==> src/rtl/seq_bitlen_decoder_if.sv <==
// Start/done handshake bundle for seq_bitlen_decoder.
// master: requester side (drives start/value); slave: the decoder.
interface seq_bitlen_decoder_if #(
    parameter int WIDTH = 32,
    parameter int CW    = 8
);
    logic             start;
    logic [WIDTH-1:0] value;
    logic             busy;
    logic             done;
    logic [CW-1:0]    y;
    logic             is_pow2;
    logic [WIDTH-1:0] x;

    modport master (
        output start, value,
        input  busy, done, y, is_pow2, x
    );

    modport slave (
        input  start, value,
        output busy, done, y, is_pow2, x
    );
endinterface

==> src/rtl/seq_bitlen_decoder.sv <==
// Iterative bit-length decoder: shifts the captured value right one bit per
// clock until it is zero, counting shifts (y) and tracking whether exactly one
// set bit was seen (is_pow2).
// Optional macro SEQ_BITLEN_REPEAT_EN builds a REPEAT state that regenerates
// x = 2**y (mod 2**WIDTH) by repeated left shift; without it x is constant 0.
module seq_bitlen_decoder #(
    parameter int WIDTH = 32,
    parameter int CW    = 8
) (
    input  logic                   clk,
    input  logic                   rst,
    seq_bitlen_decoder_if.slave    bus
);

`ifdef SEQ_BITLEN_REPEAT_EN
    typedef enum logic [1:0] {IDLE, SHIFT, REPEAT, DONE} state_t;
`else
    typedef enum logic [1:0] {IDLE, SHIFT, DONE} state_t;
`endif

    state_t           state, state_nxt;
    logic [WIDTH-1:0] sreg;
    logic [CW-1:0]    cnt;
    logic [1:0]       ones;     // saturating count of set bits: 0, 1, 2+
    logic [CW-1:0]    y_q;
    logic             pow2_q;
`ifdef SEQ_BITLEN_REPEAT_EN
    logic [WIDTH-1:0] xreg;
    logic [CW-1:0]    rep;
    logic [WIDTH-1:0] x_q;
`endif

    // State register; rst aborts any operation in flight.
    always_ff @(posedge clk) begin
        // NOTE: sequential state uses non-blocking assignments so every
        // register samples the pre-edge values of its neighbours.
        if (rst) state <= IDLE;
        else     state <= state_nxt;
    end

    // Next-state logic and handshake outputs.
    always_comb begin
        // NOTE: defaults first, so no path through the case leaves a
        // signal unassigned and infers a latch.
        state_nxt = state;
        bus.busy  = (state != IDLE);
        bus.done  = (state == DONE);
        unique case (state)
            IDLE:  if (bus.start) state_nxt = SHIFT;
            SHIFT: begin
                if (sreg == '0) begin
`ifdef SEQ_BITLEN_REPEAT_EN
                    state_nxt = REPEAT;
`else
                    state_nxt = DONE;
`endif
                end
            end
`ifdef SEQ_BITLEN_REPEAT_EN
            REPEAT: if (rep == '0) state_nxt = DONE;
`endif
            DONE:  state_nxt = IDLE;
            default: state_nxt = IDLE;
        endcase
    end

    // Datapath: capture, shift/count, result latching, optional 2**y rebuild.
    always_ff @(posedge clk) begin
        if (rst) begin
            sreg   <= '0;
            cnt    <= '0;
            ones   <= '0;
            y_q    <= '0;
            pow2_q <= 1'b0;
`ifdef SEQ_BITLEN_REPEAT_EN
            xreg   <= '0;
            rep    <= '0;
            x_q    <= '0;
`endif
        end else begin
            unique case (state)
                IDLE: begin
                    if (bus.start) begin
                        sreg <= bus.value;
                        cnt  <= '0;
                        ones <= '0;
                    end
                end
                SHIFT: begin
                    if (sreg == '0) begin
                        y_q    <= cnt;
                        pow2_q <= (ones == 2'd1);
`ifdef SEQ_BITLEN_REPEAT_EN
                        xreg   <= WIDTH'(1);
                        rep    <= cnt;
`endif
                    end else begin
                        sreg <= sreg >> 1;
                        cnt  <= cnt + 1'b1;
                        if (sreg[0] && ones != 2'd2) ones <= ones + 2'd1;
                    end
                end
`ifdef SEQ_BITLEN_REPEAT_EN
                REPEAT: begin
                    if (rep == '0) begin
                        x_q <= xreg;
                    end else begin
                        xreg <= xreg << 1;   // bits past WIDTH-1 fall off
                        rep  <= rep - 1'b1;
                    end
                end
`endif
                default: ;
            endcase
        end
    end

    assign bus.y       = y_q;
    assign bus.is_pow2 = pow2_q;
`ifdef SEQ_BITLEN_REPEAT_EN
    assign bus.x       = x_q;
`else
    assign bus.x       = '0;
`endif

endmodule

==> src/flat_wrapper.sv <==
// flat-port wrapper written by rule: the top's interface ports become plain ports
module seq_bitlen_decoder_flat 
#(
    parameter int WIDTH = 32,
    parameter int CW    = 8
)
  (clk, rst, bus_start, bus_value, bus_busy, bus_done, bus_y, bus_is_pow2, bus_x);
  seq_bitlen_decoder_if #(.WIDTH(WIDTH), .CW(CW)) bus_i ();
  input  logic clk;
  input  logic rst;
  input wire logic [$bits(bus_i.start)-1:0] bus_start;
  input wire logic [$bits(bus_i.value)-1:0] bus_value;
  output wire logic [$bits(bus_i.busy)-1:0] bus_busy;
  output wire logic [$bits(bus_i.done)-1:0] bus_done;
  output wire logic [$bits(bus_i.y)-1:0] bus_y;
  output wire logic [$bits(bus_i.is_pow2)-1:0] bus_is_pow2;
  output wire logic [$bits(bus_i.x)-1:0] bus_x;
  assign bus_i.start = bus_start;
  assign bus_i.value = bus_value;
  assign bus_busy = bus_i.busy;
  assign bus_done = bus_i.done;
  assign bus_y = bus_i.y;
  assign bus_is_pow2 = bus_i.is_pow2;
  assign bus_x = bus_i.x;
  seq_bitlen_decoder #(.WIDTH(WIDTH), .CW(CW)) u_core (.clk(clk), .rst(rst), .bus(bus_i));
endmodule
==> config.mk <==
export PLATFORM = sky130hd
export DESIGN_NAME = seq_bitlen_decoder_flat
export DESIGN_NICKNAME = d
export VERILOG_FILES = /design/src/rtl/seq_bitlen_decoder_if.sv /design/src/rtl/seq_bitlen_decoder.sv /design/src/flat_wrapper.sv
export SDC_FILE = /design/constraint.sdc
export NUM_CORES = 1
export LEC_CHECK = 0
export BUFFER_PORTS_ARGS = -buffer_cell sky130_fd_sc_hd__buf_4
export CORE_MARGIN = 3
export CORE_UTILIZATION = 35
export CTS_CLUSTER_SIZE = 10
export DETAILED_ROUTE_END_ITERATION = 10
export PLACE_DENSITY = 0.64
export SLEW_MARGIN = 10
export SYNTH_ARGS = -nofsm -noshare
export SYNTH_HDL_FRONTEND = slang
export SYNTH_SLANG_ARGS = --single-unit
export TNS_END_PERCENT = 100
==> constraint.sdc <==
create_clock -name clk -period 2.04 [get_ports clk]
set_input_delay 0.612 -clock clk [delete_from_list [all_inputs] [get_ports clk]]
set_output_delay 0.612 -clock clk [all_outputs]
set_load 0.01 [all_outputs]
==> results.md <==
Drt:
- The routed length on met1 is ~3.6 mm.
- The number of violations reported at the end of detailed-routing iteration 0 is about 110.
- After detailed routing, the number of remaining DRC violations is 0.
- The routed design has ~7.3 mm of wire.
- Once detail routing completed, the nets flagged for antenna violations numbered 0.
- The detailed-router iteration count before antenna repair is 6.
- The detail-routed net length per standard cell is ~15 µm.
- The routed layout has between 2k and 3k vias.
- The routed design uses 254 µm of met3 wire.
- The uppermost signal routing layer after detailed routing is met4.
- Using the TritonRoute via totals, the vias-per-cell ratio works out to about 5.3.
- The wire length on met2 is between 3 and 4 mm.

Synthesis:
- Summing the sequential cell areas from Yosys gives 32.8% of the chip area.
- The synthesized design spends more area on one cell type than any other, namely dfxtp_1.
- The post-synthesis instance total is 359.
- Sorting the synthesized cells by how often they occur yields dfxtp_1 (53), buf_4 (41), nor2_1 (37).
- Counting flops and latches in the post-synthesis netlist gives 53.
- The top-area cell type share of the netlist area is between 30% and 40%.
- The synthesized netlist occupies a cell area of 3240 µm².
- The number of synthesized flops with an enable pin is 0.
- By instance count, the leading cell after synthesis is dfxtp_1.
- Of all flip-flops after synthesis, the portion carrying an async set or reset was 0%.
- Ranked by total cell area, the synthesized netlist is headed by dfxtp_1 (33%), a211oi_2 (12%), buf_4 (9.5%).
- The mean instance size in the synthesized netlist is between 9 and 10 µm².
- In this run, distinct cell masters in the synthesized netlist total 40.
- The number of warning messages in the yosys log is 0.
- Among all flip-flop cells after synthesis, the most frequent one is dfxtp_1.

Clocking:
- After clock tree synthesis, the repair step resized 0 gates.
- The CTS tree is built.
- TritonCTS created 5 clock buffers.
- The clock transition at the registers of the reported paths is roughly 0.11 ns.
- The clock passes through at most 2 buffers.
- The cell at the root of the clock tree is clkbuf_8.
- In this run the post-CTS setup repair buffer count came out at 0.
- The hold buffer count at CTS is 0.
- The H-tree was split into 2 levels.
- For this design, the sink count on the clock tree is 53.
- The clock reaches the later pin of the worst-skew pair after between 0.3 and 0.4 ns.

Finish:
- Excluding fillers, the count of instances in the completed layout stands at between 400 and 500.
- The number of antenna cells inserted is 0.
- Cells fill between 40% and 50% of the core in the end.
- The post-synthesis to final-layout area growth is 14.0%.
- The count of nets after finishing is around 430.
- The fraction of final layout cells with drive strength greater than 1 is between 20% and 30%.
- After filler insertion, the fill cell instance count of the layout stands at ~890.

Timing:
- The final setup TNS is 0 ns.
- The final worst-path cycle share is 87.1%.
- For the final database, setup skew stands at 0.0133 ns.
- The final critical path time including I/O delays and setup is between 1.5 and 2 ns.
- Setup violations remaining at the end of the flow were counted as 0.
- Setup repair after global routing left no endpoint under its margin.
- The achievable clock frequency is 563 MHz.
- The final max-slew violation count is 0.
- The number of hold violations in the final report is 0.

Power:
- After layout, the design draws a total of 2480 µW.
- The worst vdd rail ir drop is around 0.00031 V.
- In this run the power density over the cells is a little under 700 nW/µm².
- The analysis attributes to cell leakage a power of about 0.0014 µW.

Place:
- The congestion estimate from routability-driven global placement came to between 0.7 and 0.8.
- The estimated wirelength of the detail-placed design is 5.11 mm.
- In this run, placement finished with an instance count of between 400 and 500.
- The count of buffers added on input and output ports is 45.

Worst setup path:
- The highest cell delay on the worst timing path is ~0.41 ns.
- The capturing element type of the critical path is a register.
- Traced cell by cell, the critical path runs through nor4_1, and4_1, buf_4, a211oi_1, a211oi_2.
- For the worst setup path, the data arrival time is between 2 and 2.5 ns.
- The top cell family by delay on the critical path is simple AND/OR/NAND/NOR gates.
- The slowest stage of the critical path belongs to the cell nor4_1.
- Counting both buffers and inverters, the worst setup path holds a total of 1.
- The worst setup path is launched from a register.
- The data required time of the critical path is ~2.3 ns.
- The largest fanout on the critical path is 17.
- The worst setup path is of the register to register kind.

Floorplanning:
- In this run the horizontal extent of the chip is around 100 µm.
- During I/O placement, the number of pins put on the boundary was between 70 and 80.
- The die outline height is around 100 µm.
- The starting density of the core is about 37%.
- The count of standard-cell rows is 34.
- The total core area is around 8800 µm².
- The die covers 10400 µm².

Global route:
- The initial antenna violation count came to 0.
- Global routing used 14.3% of the available tracks.
- Summed over all layers, the global routing overflow is 0.
- The global-route wire length before repair is ~12 mm.
- The number of global-route vias before repair is 2379.
- The largest net degree at the start of global routing is 43.

Outcome:
- The flow ran to the end, and the final reports show no timing, DRC or antenna violations.

Min path:
- The type of the worst min-delay path is register to register.

Job:
- Max-cap violations in this run came to 0.
-- cells in the final DEF (no fill, tap or decap), types with 2 or more instances in the layout --
| cell type | synthesis | layout |
|---|---|---|
| a21oi_1 | 10 | 10 |
| clkbuf_8 | 0 | 6 |
| inv_1 | 4 | 4 |
| a211oi_2 | 30 | 30 |
| a31oi_1 | 9 | 9 |
| o21ai_0 | 3 | 3 |
| mux2i_1 | 4 | 4 |
| and4_1 | 3 | 3 |
| buf_4 | 41 | 60 |
| a2111o_1 | 3 | 3 |
| o31ai_1 | 7 | 7 |
| dfxtp_1 | 53 | 53 |
| nor2_1 | 37 | 37 |
| conb_1 | 1 | 32 |
| and3_1 | 5 | 5 |
| nand2b_1 | 7 | 6 |
| nor4_2 | 4 | 4 |
| ha_1 | 3 | 3 |
| nand3_1 | 3 | 3 |
| nor2b_1 | 3 | 3 |
| nor3_1 | 2 | 2 |
| nand3b_1 | 2 | 2 |
| a211oi_1 | 33 | 33 |
| nand4_1 | 14 | 14 |
| nor4_1 | 5 | 5 |
| o21bai_1 | 31 | 31 |
| buf_12 | 0 | 3 |
-- path summary, 6_finish.rpt --
kind	end	from	slack, ns	cells after the start
worst max-delay path	u_core.sreg[3]$_SDFFE_PP0P_	u_core.sreg[22]$_SDFFE_PP0P_	0.26	5
worst min-delay path	u_core.bus.y[3]$_SDFFE_PP0P_	u_core.bus.y[3]$_SDFFE_PP0P_	0.47	2
worst min register to register	u_core.bus.y[3]$_SDFFE_PP0P_	u_core.bus.y[3]$_SDFFE_PP0P_	0.47	2
worst max register to register	u_core.sreg[3]$_SDFFE_PP0P_	u_core.sreg[22]$_SDFFE_PP0P_	0.26	5
-- metrics by stage --
| stage | setup WS (ns) | instance area, µm² | hold WS, ns |
|---|---|---|---|
| final | 0.264 | 3690 | 0.472 |
| after CTS | 0.267 | 3690 | 0.474 |
| after floorplan | 0.295 | 3350 | 0.465 |
| after global routing | 0.135 | 3690 | 0.494 |
| after detailed placement | 0.303 | 3570 | 0.461 |
| after global placement | 0.324 | 3570 | 0.457 |
-- report_power, final --
group / switching (µW) / internal, µW / total (µW)
registers: 65.1 / 1110 / 1170
logic: 312 / 233 / 544
clock network: 368 / 400 / 768
-- state kept, by name, indices dropped and copies added (netlist names) --
signal,count
u_core.ones,2
u_core.cnt,8
u_core.state,2
u_core.bus.y,8
u_core.bus.is_pow2,1
u_core.sreg,32
-- kinds of logic (layout without fill, tap and decap cells) --
family / Yosys count / in the layout / share of synthesized area (%)
AO/OA/AOI/OAI: 128 / 128 / 33.4
adder cells (fa/ha/maj): 3 / 3 / 1.16
buffers and inverters: 75 / 75 / 14.2
flip-flops: 53 / 53 / 32.8
multiplexers: 6 / 6 / 1.93
other: 1 / 32 / 0.116
AND/OR/NAND/NOR: 93 / 93 / 16.4
-- tightest hold or removal path: cells and delay by family, from the launching register on --
family / cells / cell delay [ns]
AO/OA/AOI/OAI: 2 / 0.12
flip-flops: 1 / 0.32
-- layer usage --
metal | track usage (%) | up-vias
met3 | 2.59 | 4
met5 | 0 | -
li1 | - | 1334
met2 | 22.2 | 58
met1 | 20.5 | 1246
met4 | 3.53 | 0
-- area by class of cell --
cell class                      instances  area, µm²  share of cell area [%]
Clock inverter                          2       37.5                    1.02
Timing Repair Buffer                   63        510                    13.8
Clock buffer                            6       82.6                    2.24
Inverter                                4       15.0                   0.407
Tap cell                              108        135                    3.66
Sequential cell                        53       1060                    28.8
Multi-Input combinational cell        262       1850                    50.1
(Power assumes the default switching activity.)
